==> config.mk <==
export PLATFORM = sky130hd
export DESIGN_NAME = dispatch_rr4
export DESIGN_NICKNAME = d
export VERILOG_FILES = /design/src/rtl/dispatch_rr4_pkg.sv /design/src/rtl/dispatch_rr4_lane_dec4.sv /design/src/rtl/dispatch_rr4.sv
export SDC_FILE = /design/constraint.sdc
export NUM_CORES = 1
export LEC_CHECK = 0
export CAP_MARGIN = 15
export CORE_MARGIN = 4
export CORE_UTILIZATION = 43
export DETAILED_ROUTE_END_ITERATION = 7
export HOLD_SLACK_MARGIN = 0.15
export PLACE_DENSITY = 0.76
export SYNTH_ARGS = -nofsm -noshare
export SYNTH_HDL_FRONTEND = slang
export SYNTH_SLANG_ARGS = --single-unit
export TNS_END_PERCENT = 10
==> constraint.sdc <==
create_clock -name clk -period 2.3 [get_ports clk]
set_clock_uncertainty 0.05 [all_clocks]
set_input_delay 0.46 -clock clk [delete_from_list [all_inputs] [get_ports clk]]
set_output_delay 0.46 -clock clk [all_outputs]
set_load 0.005 [all_outputs]
==> src/rtl/dispatch_rr4_pkg.sv <==
// Shared types and constants for the dispatch_rr4 upstream stage of the
// 4-way demultiplexer.
package dispatch_rr4_pkg;

  typedef enum logic [1:0] {
    IDLE = 2'd0,
    RUN  = 2'd1,
    DONE = 2'd2
  } state_t;

  localparam logic MODE_RR   = 1'b0;
  localparam logic MODE_DIR  = 1'b1;

  localparam int NUM_LANES = 4;
  localparam int LANE_W    = 2;

endpackage

==> src/rtl/dispatch_rr4_lane_dec4.sv <==
// 2-to-4 one-hot lane decoder with enable; turns the registered lane select
// into per-lane write enables.
module lane_dec4
  import dispatch_rr4_pkg::*;
(
  input  logic                 en,
  input  logic [LANE_W-1:0]    sel,
  output logic [NUM_LANES-1:0] we
);

  always_comb begin
    we = '0;
    if (en) we[sel] = 1'b1;
  end

endmodule

==> src/rtl/dispatch_rr4.sv <==
// Burst dispatcher: registers each accepted word with a lane select (round-robin
// or directed) and honours per-lane backpressure. Optional: DISPATCH_STALL_CNT_EN.
module dispatch_rr4
  import dispatch_rr4_pkg::*;
#(
  parameter int WIDTH = 16,
  parameter int LEN_W = 8
) (
  input  logic                 clk,
  input  logic                 rst,
  input  logic                 cfg_start,
  input  logic [LEN_W-1:0]     cfg_len,
  input  logic                 cfg_mode,
  input  logic                 in_valid,
  output logic                 in_ready,
  input  logic [WIDTH-1:0]     in_data,
  input  logic [1:0]           in_dest,
  input  logic [3:0]           lane_ready,
  output logic [WIDTH-1:0]     out_data,
  output logic [1:0]           out_sel,
  output logic [3:0]           out_we,
  output logic                 busy,
  output logic                 done,
  output logic [15:0]          stall_cnt
);

  state_t             state_q, state_d;
  logic [LEN_W-1:0]   len_q, len_d;
  logic [LEN_W-1:0]   acc_cnt_q, acc_cnt_d;
  logic [LEN_W-1:0]   sent_cnt_q, sent_cnt_d;
  logic               mode_q, mode_d;
  logic [LANE_W-1:0]  rr_q, rr_d;
  logic [LANE_W-1:0]  out_sel_q, out_sel_d;
  logic [WIDTH-1:0]   out_data_q, out_data_d;
  logic               out_valid_q, out_valid_d;

  logic sel_ready;
  logic send;
  logic accept;

  assign sel_ready = lane_ready[out_sel_q];
  assign send      = out_valid_q & sel_ready;

  // Single-entry output register: a send frees the slot in the same cycle it
  // can be refilled, so back-to-back words flow at one per cycle.
  always_comb begin
    state_d     = state_q;
    len_d       = len_q;
    acc_cnt_d   = acc_cnt_q;
    sent_cnt_d  = sent_cnt_q;
    mode_d      = mode_q;
    rr_d        = rr_q;
    out_sel_d   = out_sel_q;
    out_data_d  = out_data_q;
    out_valid_d = out_valid_q;
    in_ready    = 1'b0;
    accept      = 1'b0;

    case (state_q)
      IDLE: begin
        if (cfg_start) begin
          len_d      = cfg_len;
          mode_d     = cfg_mode;
          acc_cnt_d  = '0;
          sent_cnt_d = '0;
          rr_d       = '0;
          state_d    = (cfg_len != '0) ? RUN : DONE;
        end
      end

      RUN: begin
        in_ready = (acc_cnt_q < len_q) & (~out_valid_q | sel_ready);
        accept   = in_valid & in_ready;

        if (send) begin
          sent_cnt_d  = sent_cnt_q + 1'b1;
          out_valid_d = 1'b0;
          if (sent_cnt_d == len_q) state_d = DONE;
        end

        if (accept) begin
          out_data_d  = in_data;
          out_valid_d = 1'b1;
          out_sel_d   = (mode_q == MODE_DIR) ? in_dest : rr_q;
          acc_cnt_d   = acc_cnt_q + 1'b1;
          if (mode_q == MODE_RR) rr_d = rr_q + 1'b1;
        end
      end

      DONE: state_d = IDLE;

      default: state_d = IDLE;
    endcase
  end

  always_ff @(posedge clk or posedge rst) begin
    if (rst) begin
      state_q     <= IDLE;
      len_q       <= '0;
      acc_cnt_q   <= '0;
      sent_cnt_q  <= '0;
      mode_q      <= MODE_RR;
      rr_q        <= '0;
      out_sel_q   <= '0;
      out_data_q  <= '0;
      out_valid_q <= 1'b0;
    end else begin
      state_q     <= state_d;
      len_q       <= len_d;
      acc_cnt_q   <= acc_cnt_d;
      sent_cnt_q  <= sent_cnt_d;
      mode_q      <= mode_d;
      rr_q        <= rr_d;
      out_sel_q   <= out_sel_d;
      out_data_q  <= out_data_d;
      out_valid_q <= out_valid_d;
    end
  end

  lane_dec4 u_lane_dec4 (
    .en  (out_valid_q),
    .sel (out_sel_q),
    .we  (out_we)
  );

  assign out_data = out_data_q;
  assign out_sel  = out_sel_q;
  assign busy     = (state_q == RUN);
  assign done     = (state_q == DONE);

`ifdef DISPATCH_STALL_CNT_EN
  logic [15:0] stall_cnt_q, stall_cnt_d;

  // Saturating count of cycles a held word waits on its lane; kept across bursts.
  always_comb begin
    stall_cnt_d = stall_cnt_q;
    if (state_q == IDLE && cfg_start) begin
      stall_cnt_d = '0;
    end else if (out_valid_q && !sel_ready && stall_cnt_q != 16'hFFFF) begin
      stall_cnt_d = stall_cnt_q + 16'd1;
    end
  end

  always_ff @(posedge clk or posedge rst) begin
    if (rst) stall_cnt_q <= '0;
    else     stall_cnt_q <= stall_cnt_d;
  end

  assign stall_cnt = stall_cnt_q;
`else
  assign stall_cnt = '0;
`endif

endmodule

[Word level (Yosys, flattened, before mapping)]
Cells that the tools add are included.
Word-level totals
  input port bits: 35
  register bits: 48
  output and inout bits: 41
  word-level logic and storage cells: 63
Cells by class
  bitwise logic cells: 5
  equality and inequality tests: 8
  muxes and demuxes: 23
  add/subtract/negate cells: 3
  reduce and logical (&&, ||, !) cells: 12
  $lt $le $gt $ge: 3
Operators by type and width (number)
  $pmux W8 S2: 2
  $mux W8: 3
  $add A8 B1 Y8 const B: 2
  $mux W2: 8
  $reduce_and A3 Y1: 3
  $eq A8 B8 Y1: 1
  $lt A8 B8 Y1: 1
  $pmux W2 S2: 2
  $reduce_bool A8 Y1: 1
  $ne A2 B1 Y1 const B: 3
  $reduce_and A2 Y1: 3
  $mux W1: 5
  $mux W4: 1
  $ne A2 B2 Y1 const B: 2
  $reduce_and A4 Y1: 1
  $reduce_bool A2 Y1: 2
  $and A1 B1 Y1: 3
  $lt A2 B3 Y1 const B: 1
  $add A2 B1 Y2 const B: 1
  $bmux W1 S2: 1
  $demux W1 S2: 1
  $eq A2 B1 Y1 const B: 1
  $eq A2 B2 Y1 const B: 1
  $ge A2 B1 Y1 const B: 1
  other kinds (4): 4

[Longest topological paths before layout]
Gate-level depths: netlist (run 1).
  depth in word-level cells: 7
  mapped depth: 9
  depth with buffers taken out: 8

[By module]
Synthesis (run 1) repeated with hierarchy kept, for this count alone.
Second synthesis, totals
  cell total of the unflattened synthesis: 273
  area total of the unflattened synthesis: 2859.0 um2
Modules (own cells, without submodules)
  dispatch_rr4: cells an instance 269, area each 2821.5 um2, instances 1, sequential area each 1201.2 um2
  lane_dec4: cells an instance 4, area each 37.5 um2, instances 1, sequential area each 0.0 um2

[Least setup slack after synthesis (run 1)]
No wires, ideal clock.
  kind: reg2reg
  start point: register len_q[2]
  end point: register acc_cnt_q[7]
  stages on the path, launching flop included: 9
  data arrival time: 2.025 ns
  path buffers: 0
  path slack: 0.147 ns
  required time: 2.172 ns
  cells stage by stage: dfrtp_1 inv_1 ha_1 a211oi_1 o21ai_0 a21oi_2 nand3_4 or4_1 a21oi_1
On the way
  longest elaborated chain between the ends: 5
RTL lines
  start: declaration: line dispatch_rr4.sv:28  | logic [LEN_W-1:0] len_q, len_d;
  start signal: assignment: line dispatch_rr4.sv:109  | len_q <= len_d;
  $lt A8 B8 Y1: line dispatch_rr4.sv:72  | in_ready = (acc_cnt_q < len_q) & (~out_valid_q | sel_ready);
  $and A1 B1 Y1: line dispatch_rr4.sv:72
  $and A1 B1 Y1: line dispatch_rr4.sv:73  | accept = in_valid & in_ready;
  $ne A2 B1 Y1 (no line)
  $reduce_and A3 Y1 (no line)
  end signal: assignment: line dispatch_rr4.sv:110  | acc_cnt_q <= acc_cnt_d;
  end: declaration: line dispatch_rr4.sv:29  | logic [LEN_W-1:0] acc_cnt_q, acc_cnt_d;
No other way between the ends.
A chain may end at the register's enable or synchronous reset.

[Worst setup path after layout (run 1)]
  start point: input lane_ready[0]
  end point: output in_ready
On the way
  longest elaborated chain between the ends: 5
RTL lines
  start: declaration: line dispatch_rr4.sv:18  | input logic [3:0] lane_ready,
  $bmux W1 S2: line dispatch_rr4.sv:41  | assign sel_ready = lane_ready[out_sel_q];
  $mux W1 (implied by the code): line dispatch_rr4.sv:41
  $or A1 B1 Y1: line dispatch_rr4.sv:72
  $and A1 B1 Y1: line dispatch_rr4.sv:72
  $mux W1: line dispatch_rr4.sv:59  | case (state_q)
  end: declaration: line dispatch_rr4.sv:15  | output logic in_ready,
No other way between the ends. The select of a mux whose other input is x is not followed.

==> results.rst, run 1 <==
.. list-table::
   :header-rows: 1

   * - Metric
     - Value
   * - Status
     - complete, no violations
   * - Synth top area cells
     - sky130_fd_sc_hd__dfrtp_1, sky130_fd_sc_hd__mux2_2, sky130_fd_sc_hd__o21ai_0
   * - Synth-to-layout area growth
     - 37.2%
   * - Pin count of the biggest net entering global routing
     - 30
   * - Grt total ovfl
     - 0
   * - Final worst path period share
     - 0.993
   * - Worst setup timing slack at the placement stage
     - -0.338 ns
   * - Placer Congestion
     - 0.832
   * - Arrival @ worst endpoint
     - between 1.5 and 2 ns
   * - Fraction of final layout cells sized beyond drive strength 1
     - 0.189
   * - MaxCap Viol Count
     - 0
   * - Total wirelength of the detailed-routed design
     - 6070 um
   * - Dominant register cell in the synthesized netlist
     - sky130_fd_sc_hd__dfrtp_1
   * - Main combinational cell family by area after synthesis
     - simple AND/OR/NAND/NOR gates
   * - Cell variety after synth
     - 41
   * - Combinational cell fraction of total power
     - 0.431
   * - Die outline area
     - 0.00738 sq mm
   * - Worst supply voltage drop on vdd
     - roughly 0.45 mV
   * - Num CTS Buffers
     - 5
   * - Count of mapped cells out of synthesis
     - roughly 260
   * - Hold Worst Slack
     - approximately 0.42 ns
   * - Site Rows
     - 28
   * - Starting density of the core
     - 0.441
   * - Count leader, synth
     - sky130_fd_sc_hd__dfrtp_1
   * - Logic depth of the worst register-to-register path
     - 9
   * - Root cell of the clock tree
     - sky130_fd_sc_hd__clkbuf_8
   * - Number of enable flip-flop cells after synthesis
     - 0
   * - Max-slew violation count
     - 0
   * - Share of the yosys chip area belonging to registers
     - 0.460
   * - Post-route worst setup slack
     - ~0.017 ns
   * - Power density normalized to cell area
     - approximately 940 mW/mm^2
   * - Number of failing setup endpoints in the final timing report
     - 0
   * - All-Layer GR Usage
     - 0.170
   * - Core area
     - 0.00592 sq mm
   * - Total number of H-tree levels
     - 2
   * - Height of the die
     - 85.9 um
   * - Fmax
     - 438 MHz
   * - Adder and majority gate portion of the synthesized area
     - 0.0431
   * - Synth Area in Compound Gates
     - 0.115
   * - Routed via count
     - 2,161
   * - Worst hold path type
     - input pin to async pin
   * - Switching share of power
     - 0.321
   * - Worst-Skew Late Latency
     - 0.31 ns
   * - Number of vias per cell after detailed routing
     - 5.08
   * - Count of warnings emitted by yosys
     - 0
   * - Share of synthesized registers carrying an async set or reset
     - 1.00
   * - Crit path max fanout
     - 2
   * - Crit Path Category
     - input pin to output pin
   * - Sequential power share
     - 0.388
   * - Antenna violations before repair
     - 0
   * - XOR/XNOR share of the synthesized area
     - 0.0436
   * - Count of clock tree sinks
     - 48
   * - Total power of the final layout
     - between 3000 and 4000 uW
   * - Post-route ant nets
     - 0
   * - Port Buffers
     - between 50 and 60
   * - Count of endpoints failing hold in the final timing report
     - 0
   * - CTS clock-pin slew for the worst setup and hold paths
     - about 0.090 ns
   * - First-pass GRT wire length
     - 9950 um
   * - Wire per inst
     - 14.3 um
   * - Count of nets after finishing
     - 393
   * - CTS tree
     - done
   * - Mean Syn Cell Area
     - slightly below 10 sq um
   * - Worst Setup Start Kind
     - input pin
   * - Die outline width
     - 85.9 um
   * - Remaining DRCs
     - 0
   * - Sw Pwr
     - 1080 uW
   * - Clock power share
     - 0.180
   * - Top cell types by occurrence after synthesis
     - sky130_fd_sc_hd__dfrtp_1, sky130_fd_sc_hd__nand2_1, sky130_fd_sc_hd__o21ai_0
   * - Critical Path Sink Type
     - output pin
   * - RSZ-0062 raised after global routing
     - true
   * - Leak
     - 0.00158 uW
   * - Minimum clock period
     - roughly 2.3 ns
   * - Detailed Place HPWL
     - ~4600 um
   * - Final design utilization
     - 0.605
   * - Buffers from clock root to sink, at most
     - 2
   * - Vias in the first global route
     - about 2,100
   * - Count of pins on the block boundary
     - 76
   * - Mux cell area share after synthesis
     - 0.0891
   * - Area leader, netlist
     - sky130_fd_sc_hd__dfrtp_1
   * - Initial drt markers
     - 110
   * - Detailed-routing iteration count for the pre-antenna-repair pass
     - 5
   * - Endpoint required time on the critical path
     - 1.79 ns
   * - Simple-gate share of the synthesized area
     - 0.171
   * - Post-Syn Area
     - 0.00261 sq mm
   * - Post-synthesis register bit count
     - 48
   * - Number of antenna cells inserted
     - 0
   * - Fraction of synthesized cell area taken by the top area cell type
     - 0.460
   * - Cts hold-fix bufs
     - 0
   * - Total internal power
     - 2290 uW
[critical path, cell delays in order]
cell and delay, ns:
sky130_fd_sc_hd__clkdlybuf4s50_1 0.39, sky130_fd_sc_hd__mux4_2 0.48, sky130_fd_sc_hd__nand2b_4 0.17, sky130_fd_sc_hd__and2_4 0.17, sky130_fd_sc_hd__buf_6 0.11
[cells by family after synthesis]
logic type / Yosys count
AO/OA/AOI/OAI: 49
XOR/XNOR: 13
adder cells (fa/ha/maj): 9
buffers and inverters: 36
flip-flops: 48
multiplexers: 20
other: 1
AND/OR/NAND/NOR: 88
[registers in the layout (all words and copies together), names as in the netlist]
signal       flops
sent_cnt_q       8
out_sel          2
len_q            8
acc_cnt_q        8
out_valid_q      1
mode_q           1
rr_q             2
out_data        16
state_q          2
[power groups by stage]
stage / sequential, uW / clock [uW] / combinational [uW]
after floorplan: 1310 / 0 / 678
after global placement: 1310 / 0 / 1390
after detailed placement: 1320 / 0 / 1430
after CTS: 1310 / 628 / 1450
after global routing: 1360 / 660 / 1590
final: 1310 / 609 / 1460
[layout make-up]
type / count / area [sq um]
clock buffer: 6 / 72.6
clock inverter: 2 / 35.0
fill: 504 / 2340
inverter: 11 / 41.3
multi-input combinational: 195 / 1300
sequential: 48 / 1200
tap: 75 / 93.8
timing repair buffer: 88 / 842
[cell usage in the layout (no fill, tap or decap), drive strengths merged, types with 4 or more instances in the layout]
cell,count
mux2,16
o31ai,6
conb,16
buf,30
nand2b,4
a21oi,7
nand3,13
nor3,5
nand2,32
xor2,5
o211ai,5
clkbuf,6
clkdlybuf4s50,55
nor2b,4
xnor2,8
nand4,5
inv,11
nor2,11
ha,9
o21ai,24
dfrtp,48
[repair_timing]
action,CTS,global route
setup buffers,0,2
pin swaps,3,2
endpoints found under the setup margin,5,7
resized for setup,9,8
[per-stage QoR]
| stage | setup TNS, ns | cells | cell area (sq um) |
|---|---|---|---|
| floorplan | 0 | 279 | 2670 |
| global placement | -2.53 | 415 | 3420 |
| detailed placement | -2.73 | 415 | 3420 |
| CTS | 0 | 423 | 3540 |
| global route | -0.0760 | 425 | 3580 |
| finish | 0 | 425 | 3580 |
[per-layer routing]
| metal | vias up | GRT usage | wire (um) |
|---|---|---|---|
| li1 | 1063 | - | - |
| met1 | 1018 | 0.215 | 2540 |
| met2 | 68 | 0.274 | 3080 |
| met3 | 12 | 0.0375 | 303 |
| met4 | 0 | 0.0806 | 142 |
| met5 | - | 0 | 0 |
[worst paths after layout]
check	slack (ns)	startpoint	endpoint
min in group clk	0.46	sent_cnt_q[7]	sent_cnt_q[7]
setup reg to reg	0.12	len_q[2]	acc_cnt_q[7]
setup / recovery	0.02	lane_ready[0]	in_ready
hold / removal	0.42	rst	out_data[10]
max in group asynchronous	1.27	rst	acc_cnt_q[2]
hold reg to reg	0.46	sent_cnt_q[7]	sent_cnt_q[7]
Power figures use the tool's default switching activity.
==> run 2: changes to the inputs <==
- GPL_TIMING_DRIVEN: unset -> 0
==> run 2 against run 1 <==
Effect of this change: design area increased by 2.7%; fmax decreased by 0.60%; cell count increased by 3.1%; critical path depth increased by 2; combinational power decreased by 3%.
==> results.rst, run 2 (synthesis gave the netlist of run 1 again) <==
.. list-table::
   :header-rows: 1

   * - Metric
     - Value
   * - Status
     - complete, no violations (unchanged)
   * - Routed via count
     - 2,226 (was 2,161)
   * - Sw Pwr
     - 1100 uW (was 1080 uW)
   * - Most common cell after layout, fill and taps aside
     - sky130_fd_sc_hd__clkdlybuf4s50_1 (unchanged)
   * - Fraction of final layout cells sized beyond drive strength 1
     - 0.226 (was 0.189)
   * - Max FFs per register
     - 16 (unchanged)
   * - Worst supply voltage drop on vdd
     - 0.472 mV (was 0.446 mV)
   * - Number of vias per cell after detailed routing
     - 5.08 (about the same)
   * - Crit path max fanout
     - 3 (was 2)
   * - Cts hold-fix bufs
     - 0 (unchanged)
   * - Number of antenna cells inserted
     - 0 (unchanged)
   * - Normalized max-slew margin
     - 0.666
   * - Wire per inst
     - 14.7 um (was 14.3 um)
   * - Remaining DRCs
     - 0 (unchanged)
   * - Switching share of power
     - 0.328 (was 0.321)
   * - Height of the die
     - 85.9 um (unchanged)
   * - Starting density of the core
     - 0.441 (unchanged)
   * - Worst Setup Start Kind
     - register (was input pin)
   * - CTS tree
     - done (unchanged)
   * - Combinational cell fraction of total power
     - 0.422 (was 0.431)
   * - Worst hold path type
     - input pin to async pin (unchanged)
   * - Max-slew violation count
     - 0 (unchanged)
   * - Initial drt markers
     - 160 (was 110)
   * - Clock power share
     - 0.181 (was 0.180)
   * - Detailed-routing iteration count for the pre-antenna-repair pass
     - 4 (was 5)
   * - Port Buffers
     - 59 (unchanged)
   * - CTS clock-pin slew for the worst setup and hold paths
     - 0.09 ns (about the same)
   * - Antenna violations before repair
     - 0 (unchanged)
   * - Commonest cells after routing, fill and taps aside
     - sky130_fd_sc_hd__clkdlybuf4s50_1, sky130_fd_sc_hd__dfrtp_1, sky130_fd_sc_hd__nand2_1, sky130_fd_sc_hd__buf_4, sky130_fd_sc_hd__o21ai_0 (was sky130_fd_sc_hd__clkdlybuf4s50_1, sky130_fd_sc_hd__dfrtp_1, sky130_fd_sc_hd__nand2_1)
   * - Core area
     - 0.00592 sq mm (unchanged)
   * - Total number of H-tree levels
     - 2 (unchanged)
   * - Setup TNS
     - 0 ns (unchanged)
   * - Post-route ant nets
     - 0 (unchanged)
   * - Post-layout instance area
     - 0.00368 sq mm (was 0.00358 sq mm)
   * - Grt total ovfl
     - 0 (unchanged)
   * - Buffers from clock root to sink, at most
     - 2 (unchanged)
   * - Leak
     - 0.00162 uW (was 0.00158 uW)
   * - Count of nets after finishing
     - 406 (was 393)
   * - Endpoint required time on the critical path
     - 1.79 ns (about the same)
   * - Critical Path Sink Type
     - output pin (unchanged)
   * - Worst-Skew Late Latency
     - 0.30 ns (was 0.31 ns)
   * - Num CTS Buffers
     - 5 (unchanged)
   * - Synth-to-layout area growth
     - 40.9% (was 37.2%)
   * - MaxCap Viol Count
     - 0 (unchanged)
   * - Count of clock tree sinks
     - 48 (unchanged)
   * - Count of endpoints failing hold in the final timing report
     - 0 (unchanged)
   * - Die outline area
     - 0.00738 sq mm (unchanged)
   * - Count of pins on the block boundary
     - 76 (unchanged)
   * - Transition at the pin with the smallest max-transition slack
     - 0.502 ns
   * - Vias in the first global route
     - 2,190 (was 2,104)
   * - Placed inst area
     - 0.00337 sq mm (was 0.00342 sq mm)
   * - Arrival @ worst endpoint
     - 1.79 ns (was 1.77 ns)
   * - Power density normalized to cell area
     - 911 mW/mm^2 (was 942 mW/mm^2)
   * - Total internal power
     - 2250 uW (was 2290 uW)
   * - Number of failing setup endpoints in the final timing report
     - 0 (unchanged)
   * - Hold Worst Slack
     - 0.349 ns (was 0.418 ns)
   * - Placer Congestion
     - 0.838 (was 0.832)
   * - Pin count of the biggest net entering global routing
     - 40 (was 30)
   * - Sequential power share
     - 0.397 (was 0.388)
   * - Detailed Place HPWL
     - 4600 um (was 4560 um)
   * - Die outline width
     - 85.9 um (unchanged)
   * - Total wirelength of the detailed-routed design
     - 6440 um (was 6070 um)
   * - Final worst path period share
     - 0.999 (was 0.993)
   * - RSZ-0062 raised after global routing
     - true (unchanged)
   * - Minimum clock period
     - 2.30 ns (was 2.28 ns)
   * - All-Layer GR Usage
     - 0.176 (was 0.170)
   * - Root cell of the clock tree
     - sky130_fd_sc_hd__clkbuf_8 (unchanged)
   * - First-pass GRT wire length
     - 10,400 um (was 9950 um)
   * - Site Rows
     - 28 (unchanged)
   * - Fmax
     - 435 MHz (was 438 MHz)
   * - Crit Path Category
     - register to output pin (was input pin to output pin)
[run 2: area by class of cell]
cell class	instances	area, sq um
fillers	487	2240
flip-flops and latches	48	1200
plain buffers	25	169
clock inverters	2	35.0
clock buffers	6	72.6
multi-input cells	195	1330
inverters	11	41.3
well taps	75	93.8
repair buffers	76	734
[run 2: metal layers]
| layer | up-vias | part of all wire | wire [um] | GRT usage |
|---|---|---|---|---|
| met3 | 16 | 0.051 | 328 | 0.0394 |
| met1 | 1061 | 0.42 | 2670 | 0.217 |
| met4 | 0 | 0.023 | 149 | 0.0662 |
| met2 | 65 | 0.51 | 3290 | 0.301 |
| met5 | - | 0 | 0 | 0 |
| li1 | 1084 | - | - | - |
[run 2: stage by stage]
step	power, uW	worst slack, ns	cells	utilization
after floorplan	1990	0.147	279	-
after global placement	2570	-0.427	413	0.566
after detailed placement	2610	-0.450	414	0.570
after CTS	3330	-0.0504	433	0.611
after global routing	3580	-0.0691	438	0.621
final	3350	0.00337	438	0.621
[run 2: final timing paths]
check	startpoint	to	slack, ns	cells past startpoint
min reg2reg	sent_cnt_q[7]	sent_cnt_q[7]	0.45	1
min	rst	out_data[1]	0.35	2
min in group clk	sent_cnt_q[7]	sent_cnt_q[7]	0.45	1
max in group asynchronous	rst	out_sel[0]	1.38	3
max	len_q[2]	in_ready	0.003	7
max reg2reg	len_q[2]	acc_cnt_q[7]	0.11	10
[run 2: power by group through the flow]
stage	logic, uW	clock network (uW)	registers (uW)
after floorplan	678	0	1310
after global placement	1230	0	1330
after detailed placement	1270	0	1350
after CTS	1390	613	1320
after global routing	1560	645	1370
final	1420	605	1330
[run 2: worst max-delay path: stages, from the launching register on]
cell	delay, ns
sky130_fd_sc_hd__dfrtp_1	0.39
sky130_fd_sc_hd__inv_2	0.08
sky130_fd_sc_hd__ha_4	0.20
sky130_fd_sc_hd__a211oi_2	0.19
sky130_fd_sc_hd__o21ai_1	0.12
sky130_fd_sc_hd__a21oi_2	0.22
sky130_fd_sc_hd__and2_4	0.18
sky130_fd_sc_hd__buf_6	0.09
[run 2: repair_timing]
action	4_1_cts	5_1_grt
gates resized for setup	17	11
setup endpoints to repair	2	23
buffers inserted	11	5
endpoints found under the hold margin	0	0
pin swaps	3	4
==> run 3: changes to the inputs <==
- CORE_ASPECT_RATIO: unset -> 1.5
==> run 3 against run 2 <==
Effect of this change: critical path depth stayed put; design area is 1.5% lower; clock power hardly changed; cell count is 2.3% lower; core utilization is 0.43 points lower; non-clock buffer count is 7 lower; clock-buffer cell count stayed put; via count is 0.63% higher; global-route usage hardly changed; combinational power is 4% lower; setup slack better by 0.023 ns.
==> results.rst, run 3 (synthesis gave the netlist of run 1 again) <==
.. list-table::
   :header-rows: 1

   * - Metric
     - Value
   * - MaxCap Viol Count
     - 0 (unchanged)
   * - Count of endpoints failing hold in the final timing report
     - 0 (unchanged)
   * - Site Rows
     - 34 (was 28)
   * - Post-Place Cells
     - 411 (was 414)
   * - CTS clock-pin slew for the worst setup and hold paths
     - 0.10 ns (was 0.09 ns)
   * - Setup TNS
     - 0 ns (unchanged)
   * - Number of vias per cell after detailed routing
     - 5.23 (was 5.08)
   * - Leak
     - 0.00158 uW (was 0.00162 uW)
   * - Final design utilization
     - 0.617 (was 0.621)
   * - Detailed-routing iteration count for the pre-antenna-repair pass
     - 5 (was 4)
   * - Critical Path Sink Type
     - output pin (unchanged)
   * - Most common cell after layout, fill and taps aside
     - sky130_fd_sc_hd__clkdlybuf4s50_1 (unchanged)
   * - Non-filler instance count after layout
     - 428 (was 438)
   * - Worst Setup Start Kind
     - register (unchanged)
   * - Die outline width
     - 71.6 um (was 85.9 um)
   * - Routed via count
     - 2,240 (was 2,226)
   * - Normalized max-slew margin
     - 0.594 (was 0.666)
   * - Grt total ovfl
     - 0 (unchanged)
   * - Worst supply voltage drop on vdd
     - 0.684 mV (was 0.472 mV)
   * - Arrival @ worst endpoint
     - 1.76 ns (was 1.79 ns)
   * - Minimum clock period
     - 2.27 ns (was 2.30 ns)
   * - Port Buffers
     - 59 (unchanged)
   * - CTS tree
     - done (unchanged)
   * - Fill cell total of the finished layout
     - 504 (was 487)
   * - Count of clock tree sinks
     - 48 (unchanged)
   * - Wire per inst
     - 15.0 um (was 14.7 um)
   * - Fmax
     - 440 MHz (was 435 MHz)
   * - Total number of H-tree levels
     - 2 (unchanged)
   * - Crit path max fanout
     - 2 (was 3)
   * - Critical path cell sequence
     - inv_1, ha_4, a21oi_2, o211ai_1, a21oi_2, and2_4, buf_6 (was inv_2, ha_4, a211oi_2, o21ai_1, a21oi_2, and2_4, buf_6)
   * - Crit Path Category
     - register to output pin (unchanged)
   * - Detailed Place HPWL
     - 4810 um (was 4600 um)
   * - Root cell of the clock tree
     - sky130_fd_sc_hd__clkbuf_8 (unchanged)
   * - Number of failing setup endpoints in the final timing report
     - 0 (unchanged)
   * - Num CTS Buffers
     - 5 (unchanged)
   * - RSZ-0062 raised after global routing
     - true (unchanged)
   * - Post-route ant nets
     - 0 (unchanged)
   * - Worst-Skew Late Latency
     - 0.31 ns (was 0.30 ns)
   * - Fraction of final layout cells sized beyond drive strength 1
     - 0.219 (was 0.226)
   * - Count of pins on the block boundary
     - 76 (unchanged)
   * - Power density normalized to cell area
     - 914 mW/mm^2 (was 911 mW/mm^2)
   * - Status
     - complete, no violations (unchanged)
   * - Total wirelength of the detailed-routed design
     - 6400 um (was 6440 um)
   * - Remaining DRCs
     - 0 (unchanged)
   * - Worst hold path type
     - register to register (was input pin to async pin)
   * - Die outline area
     - 0.00741 sq mm (was 0.00738 sq mm)
   * - Count of nets after finishing
     - 399 (was 406)
   * - Max FFs per register
     - 16 (unchanged)
   * - All-Layer GR Usage
     - 0.176 (about the same)
   * - First-pass GRT wire length
     - 10,200 um (was 10,400 um)
   * - Cts hold-fix bufs
     - 0 (unchanged)
   * - Final worst path period share
     - 0.989 (was 0.999)
   * - Transition at the pin with the smallest max-transition slack
     - 0.604 ns (was 0.502 ns)
   * - Placer Congestion
     - 0.798 (was 0.838)
   * - Height of the die
     - 103 um (was 85.9 um)
   * - Vias in the first global route
     - 2,242 (was 2,190)
   * - Number of antenna cells inserted
     - 0 (unchanged)
   * - Antenna violations before repair
     - 0 (unchanged)
   * - Post-layout instance area
     - 0.00362 sq mm (was 0.00368 sq mm)
   * - Slowest stage cell on the critical path
     - sky130_fd_sc_hd__dfrtp_1 (unchanged)
   * - Commonest cells after routing, fill and taps aside
     - sky130_fd_sc_hd__clkdlybuf4s50_1, sky130_fd_sc_hd__dfrtp_1, sky130_fd_sc_hd__nand2_1 (was sky130_fd_sc_hd__clkdlybuf4s50_1, sky130_fd_sc_hd__dfrtp_1, sky130_fd_sc_hd__nand2_1, sky130_fd_sc_hd__buf_4, sky130_fd_sc_hd__o21ai_0)
   * - Endpoint required time on the critical path
     - 1.79 ns (about the same)
   * - CP dominant cell by count
     - sky130_fd_sc_hd__a21oi_2
   * - Synth-to-layout area growth
     - 38.7% (was 40.9%)
   * - Initial drt markers
     - 74 (was 160)
   * - Core area
     - 0.00587 sq mm (was 0.00592 sq mm)
   * - Buffers from clock root to sink, at most
     - 2 (unchanged)
   * - Placed inst area
     - 0.00337 sq mm (about the same)
   * - Pin count of the biggest net entering global routing
     - 26 (was 40)
   * - Max-slew violation count
     - 0 (unchanged)
   * - Max stage delay on crit path
     - 0.40 ns (was 0.39 ns)
   * - Starting density of the core
     - 0.445 (was 0.441)
==> run 3: path summary, 6_finish.rpt <==
path                                 to  slack (ns)  cells after the start          from
min                         out_data[3]        0.46                      1   out_data[3]
min in group asynchronous  acc_cnt_q[7]        0.47                      2           rst
max reg2reg                out_data[13]        0.12                      8  acc_cnt_q[7]
max                            in_ready        0.03                      7      len_q[5]
max in group asynchronous    out_sel[0]        1.18                      3           rst
min reg2reg                 out_data[3]        0.46                      1   out_data[3]
==> run 3: what timing repair did <==
| action | CTS | global route |
|---|---|---|
| buffers inserted | 8 | 1 |
| endpoints found under the setup margin | 21 | 12 |
| gates resized for setup | 17 | 15 |
| pin swaps | 3 | 3 |
| gates cloned | 0 | 0 |
==> run 3: worst max-delay path: cells and delay by family, from the launching register on <==
family | cells | cell delay [ns]
buf+inv | 2 | 0.23
fa+ha+maj | 1 | 0.23
flops | 1 | 0.40
simple gates | 1 | 0.18
compound gates | 3 | 0.41
==> run 3: metrics by stage <==
stage | power, uW | setup WS, ns | hold WS, ns
2_1_floorplan | 1990 | 0.147 | 0.414
5_1_grt | 3560 | -0.0689 | 0.486
4_1_cts | 3300 | 0.00282 | 0.463
6_report | 3310 | 0.0262 | 0.458
3_5_place_dp | 2620 | -0.443 | 0.445
3_3_place_gp | 2570 | -0.426 | 0.436
==> run 3: layer usage <==
metal,up-vias,GRT usage,part of all wire
li1,1073,-,-
met1,1065,0.189,0.36
met2,82,0.318,0.52
met3,20,0.0561,0.080
met4,0,0.0753,0.032
met5,-,0,0
==> run 3: power breakdown <==
group          internal, uW  total [uW]  leakage, uW  switching (uW)
Clock                   323         607    0.0000552             284
Sequential             1100        1330     0.000565             239
Combinational           805        1370     0.000956             565
Total                  2220        3310      0.00158            1090
==> run 3: area by class of cell <==
| type | count | area [sq um] | share of cell area |
|---|---|---|---|
| inverters | 11 | 41.3 | 0.0114 |
| clock inverters | 2 | 35.0 | 0.00967 |
| repair buffers | 69 | 674 | 0.186 |
| flip-flops and latches | 48 | 1200 | 0.333 |
| plain buffers | 25 | 165 | 0.0456 |
| multi-input cells | 195 | 1340 | 0.370 |
| well taps | 72 | 90.1 | 0.0249 |
| clock buffers | 6 | 72.6 | 0.0200 |
==> RTL edit, RTL diff (config.mk and constraints of run 1) <==
The parameter `WIDTH` goes from 16 to 32.
--- a/src/rtl/dispatch_rr4.sv
+++ b/src/rtl/dispatch_rr4.sv
@@ -3,7 +3,7 @@
 module dispatch_rr4
   import dispatch_rr4_pkg::*;
 #(
-  parameter int WIDTH = 16,
+  parameter int WIDTH = 32,
   parameter int LEN_W = 8
 ) (
   input  logic                 clk,
Interface: changed (resized in_data and out_data); port bits go from 76 to 108. The function was not compared with the original's and may differ.
==> RTL edit against run 1 <==
- the run now ends with negative setup slack left
- via count increased by 29%
- maximum frequency decreased by 7.1%
- worst setup slack got worse by 0.17 ns
- core utilization increased by 6.2 points
- area after synthesis increased by 28%
- synthesized cell count increased by 17%
- wire length increased by 42%
- clock power increased by 130%
- sequential cell count increased by 16
- hold slack got worse by 0.028 ns
- total power increased by 100%
- largest power group unchanged
- global-route usage increased by 2.5 points
- design area increased by 38%
==> RTL edit: results (changes against run 1) <==
- Vias in the first global route: 2,812 (+34%)
- Drt first pass iters: 4 (-1)
- Crit Path Category: reg -> out
- Worst-Skew Late Latency: 0.34 ns (+0.03 ns)
- Grt met3 use: 0.0813 (+0.0438)
- ANT cells: 0 (unchanged)
- Leak: 2.21 nW (+40%)
- Final GP Congestion: 0.844 (+1.4%)
- Dominant synthesized flop cell: dfrtp_1
- DP Cell Count: 522 (+26%)
- Setup TNS: -0.158 ns (-0.158 ns)
- Final setup fails: 1 (+1)
- Commonest cells in the netlist: dfrtp_1, nand2_1, mux2_2
- Largest cells by area after synthesis: dfrtp_1, mux2_2, nand2_1
- Status: finished, violations left
- GRT Total Usage: 0.195 (+0.0250)
- Routed len/inst: 15.9 um (+11%)
- CP startpoint: acc_cnt_q[6]
- Unique cell type count in the Yosys netlist: 46 (+12%)
- Worst R2R Path Depth: 9 (unchanged)
- Max FFs per register: 32 (+16)
- GRT met2 Usage: 0.288 (+0.0141)
- Post-route setup slack: -0.158 ns (-0.175 ns)
- R2R Path Start: len_q[2]
- Global-route wire length before repair: 13,600 um (+36%)
- Post-Layout Cell Count: 543 (+28%)
- Register area share after synthesis: 0.480 (+0.0201)
- H-tree depth: 3 (+1)
- Fraction of layout cells with a size suffix above 1: 0.236 (+0.0479)
- GR Util met1: 0.250 (+0.0348)
- 1st-iter DRT viols: 138 (+25%)
- Filler cell count: 572 (+13%)
- Worst-path fanout max: 3 (+1)
- Worst slew pin tran: 0.562 ns
- Vias/cell: 5.14 (+1.1%)
- Detailed Place HPWL: 6270 um (+37%)
- Buffers added on ports: 91 (+54%)
- Reg2reg setup slack: 0.06 ns (-0.06 ns)
- Post-synth ARST share: 1.00 (unchanged)
- VDD IR max: 0.673 mV (+51%)
- Pin count of the biggest net entering global routing: 33 (+10%)
- Syn Area/Cell: 10.8 um^2 (+8.8%)
- Worst reg2reg path endpoint: out_data[29]
- Placement Cell Area: 4520 um^2 (+32%)
- Nets@finish: 499 (+27%)
- Failing checks: negative setup slack
- CTS Buffer Depth: 2 (unchanged)
- Inserted Clock Buffers: 9 (+4)
-- RTL edit: per-layer routing --
metal / part of all wire / vias to the layer above
met5: 0 / -
met4: 0.017 / 0
met3: 0.10 / 13
met2: 0.45 / 125
met1: 0.43 / 1339
li1: - / 1314
-- RTL edit: worst min path at each step --
| stage | from | end | slack (ns) | depth (start not counted) |
|---|---|---|---|---|
| 6_report | rst | out_data[1] | 0.39 | 2 |
| 5_1_grt | rst | out_data[1] | 0.42 | 2 |
| 4_1_cts | rst | out_data[1] | 0.40 | 2 |
| 3_5_place_dp | out_data[17] | out_data[17] | 0.43 | 1 |
| 3_3_place_gp | out_data[18] | out_data[18] | 0.42 | 1 |
| 2_1_floorplan | acc_cnt_q[4] | acc_cnt_q[4] | 0.41 | 1 |
-- RTL edit: cells by family after synthesis --
| kind of cell | count (synthesis) | synth area share |
|---|---|---|
| multiplexers | 47 | 0.158 |
| adder cells (fa/ha/maj) | 9 | 0.0338 |
| flip-flops | 64 | 0.480 |
| AO/OA/AOI/OAI | 40 | 0.0728 |
| XOR/XNOR | 11 | 0.0289 |
| other | 1 | 0.00112 |
| AND/OR/NAND/NOR | 100 | 0.153 |
| buffers and inverters | 38 | 0.0716 |
-- RTL edit: worst max-delay path, stage by stage (launching register included) --
cell and delay [ns]:
dfrtp_1 0.42, ha_4 0.27, a21oi_2 0.13, a21boi_2 0.08, or4_4 0.50, nor2_4 0.09
buf_2 0.12
-- RTL edit: timing repair --
| item | in CTS | in global routing |
|---|---|---|
| pin swaps | 7 | 2 |
| cloned | 0 | 2 |
| gates resized for setup | 12 | 8 |
| endpoints found under the setup margin | 38 | 31 |
| setup buffers | 1 | 2 |
-- RTL edit: layout make-up --
cell class,instances,area (um^2),area share
clock buffer,9,124,0.0251
clock inverter,7,168,0.0339
inverter,10,41.3,0.00836
multi-input combinational,223,1610,0.327
sequential,64,1600,0.324
tap,99,124,0.0251
timing repair buffer,131,1270,0.256
-- RTL edit: through the flow --
step	utilization	worst slack, ns
6_report	0.667	-0.158
5_1_grt	0.667	-0.241
3_3_place_gp	0.610	-0.555
3_5_place_dp	0.610	-0.555
2_1_floorplan	-	0.00867
4_1_cts	0.653	-0.162
-- RTL edit: power breakdown --
part	internal, mW	total, mW	switching [mW]	leakage (nW)
registers	1.63	1.98	0.355	0.780
logic	2.00	3.40	1.40	1.29
clock network	0.943	1.40	0.461	0.144
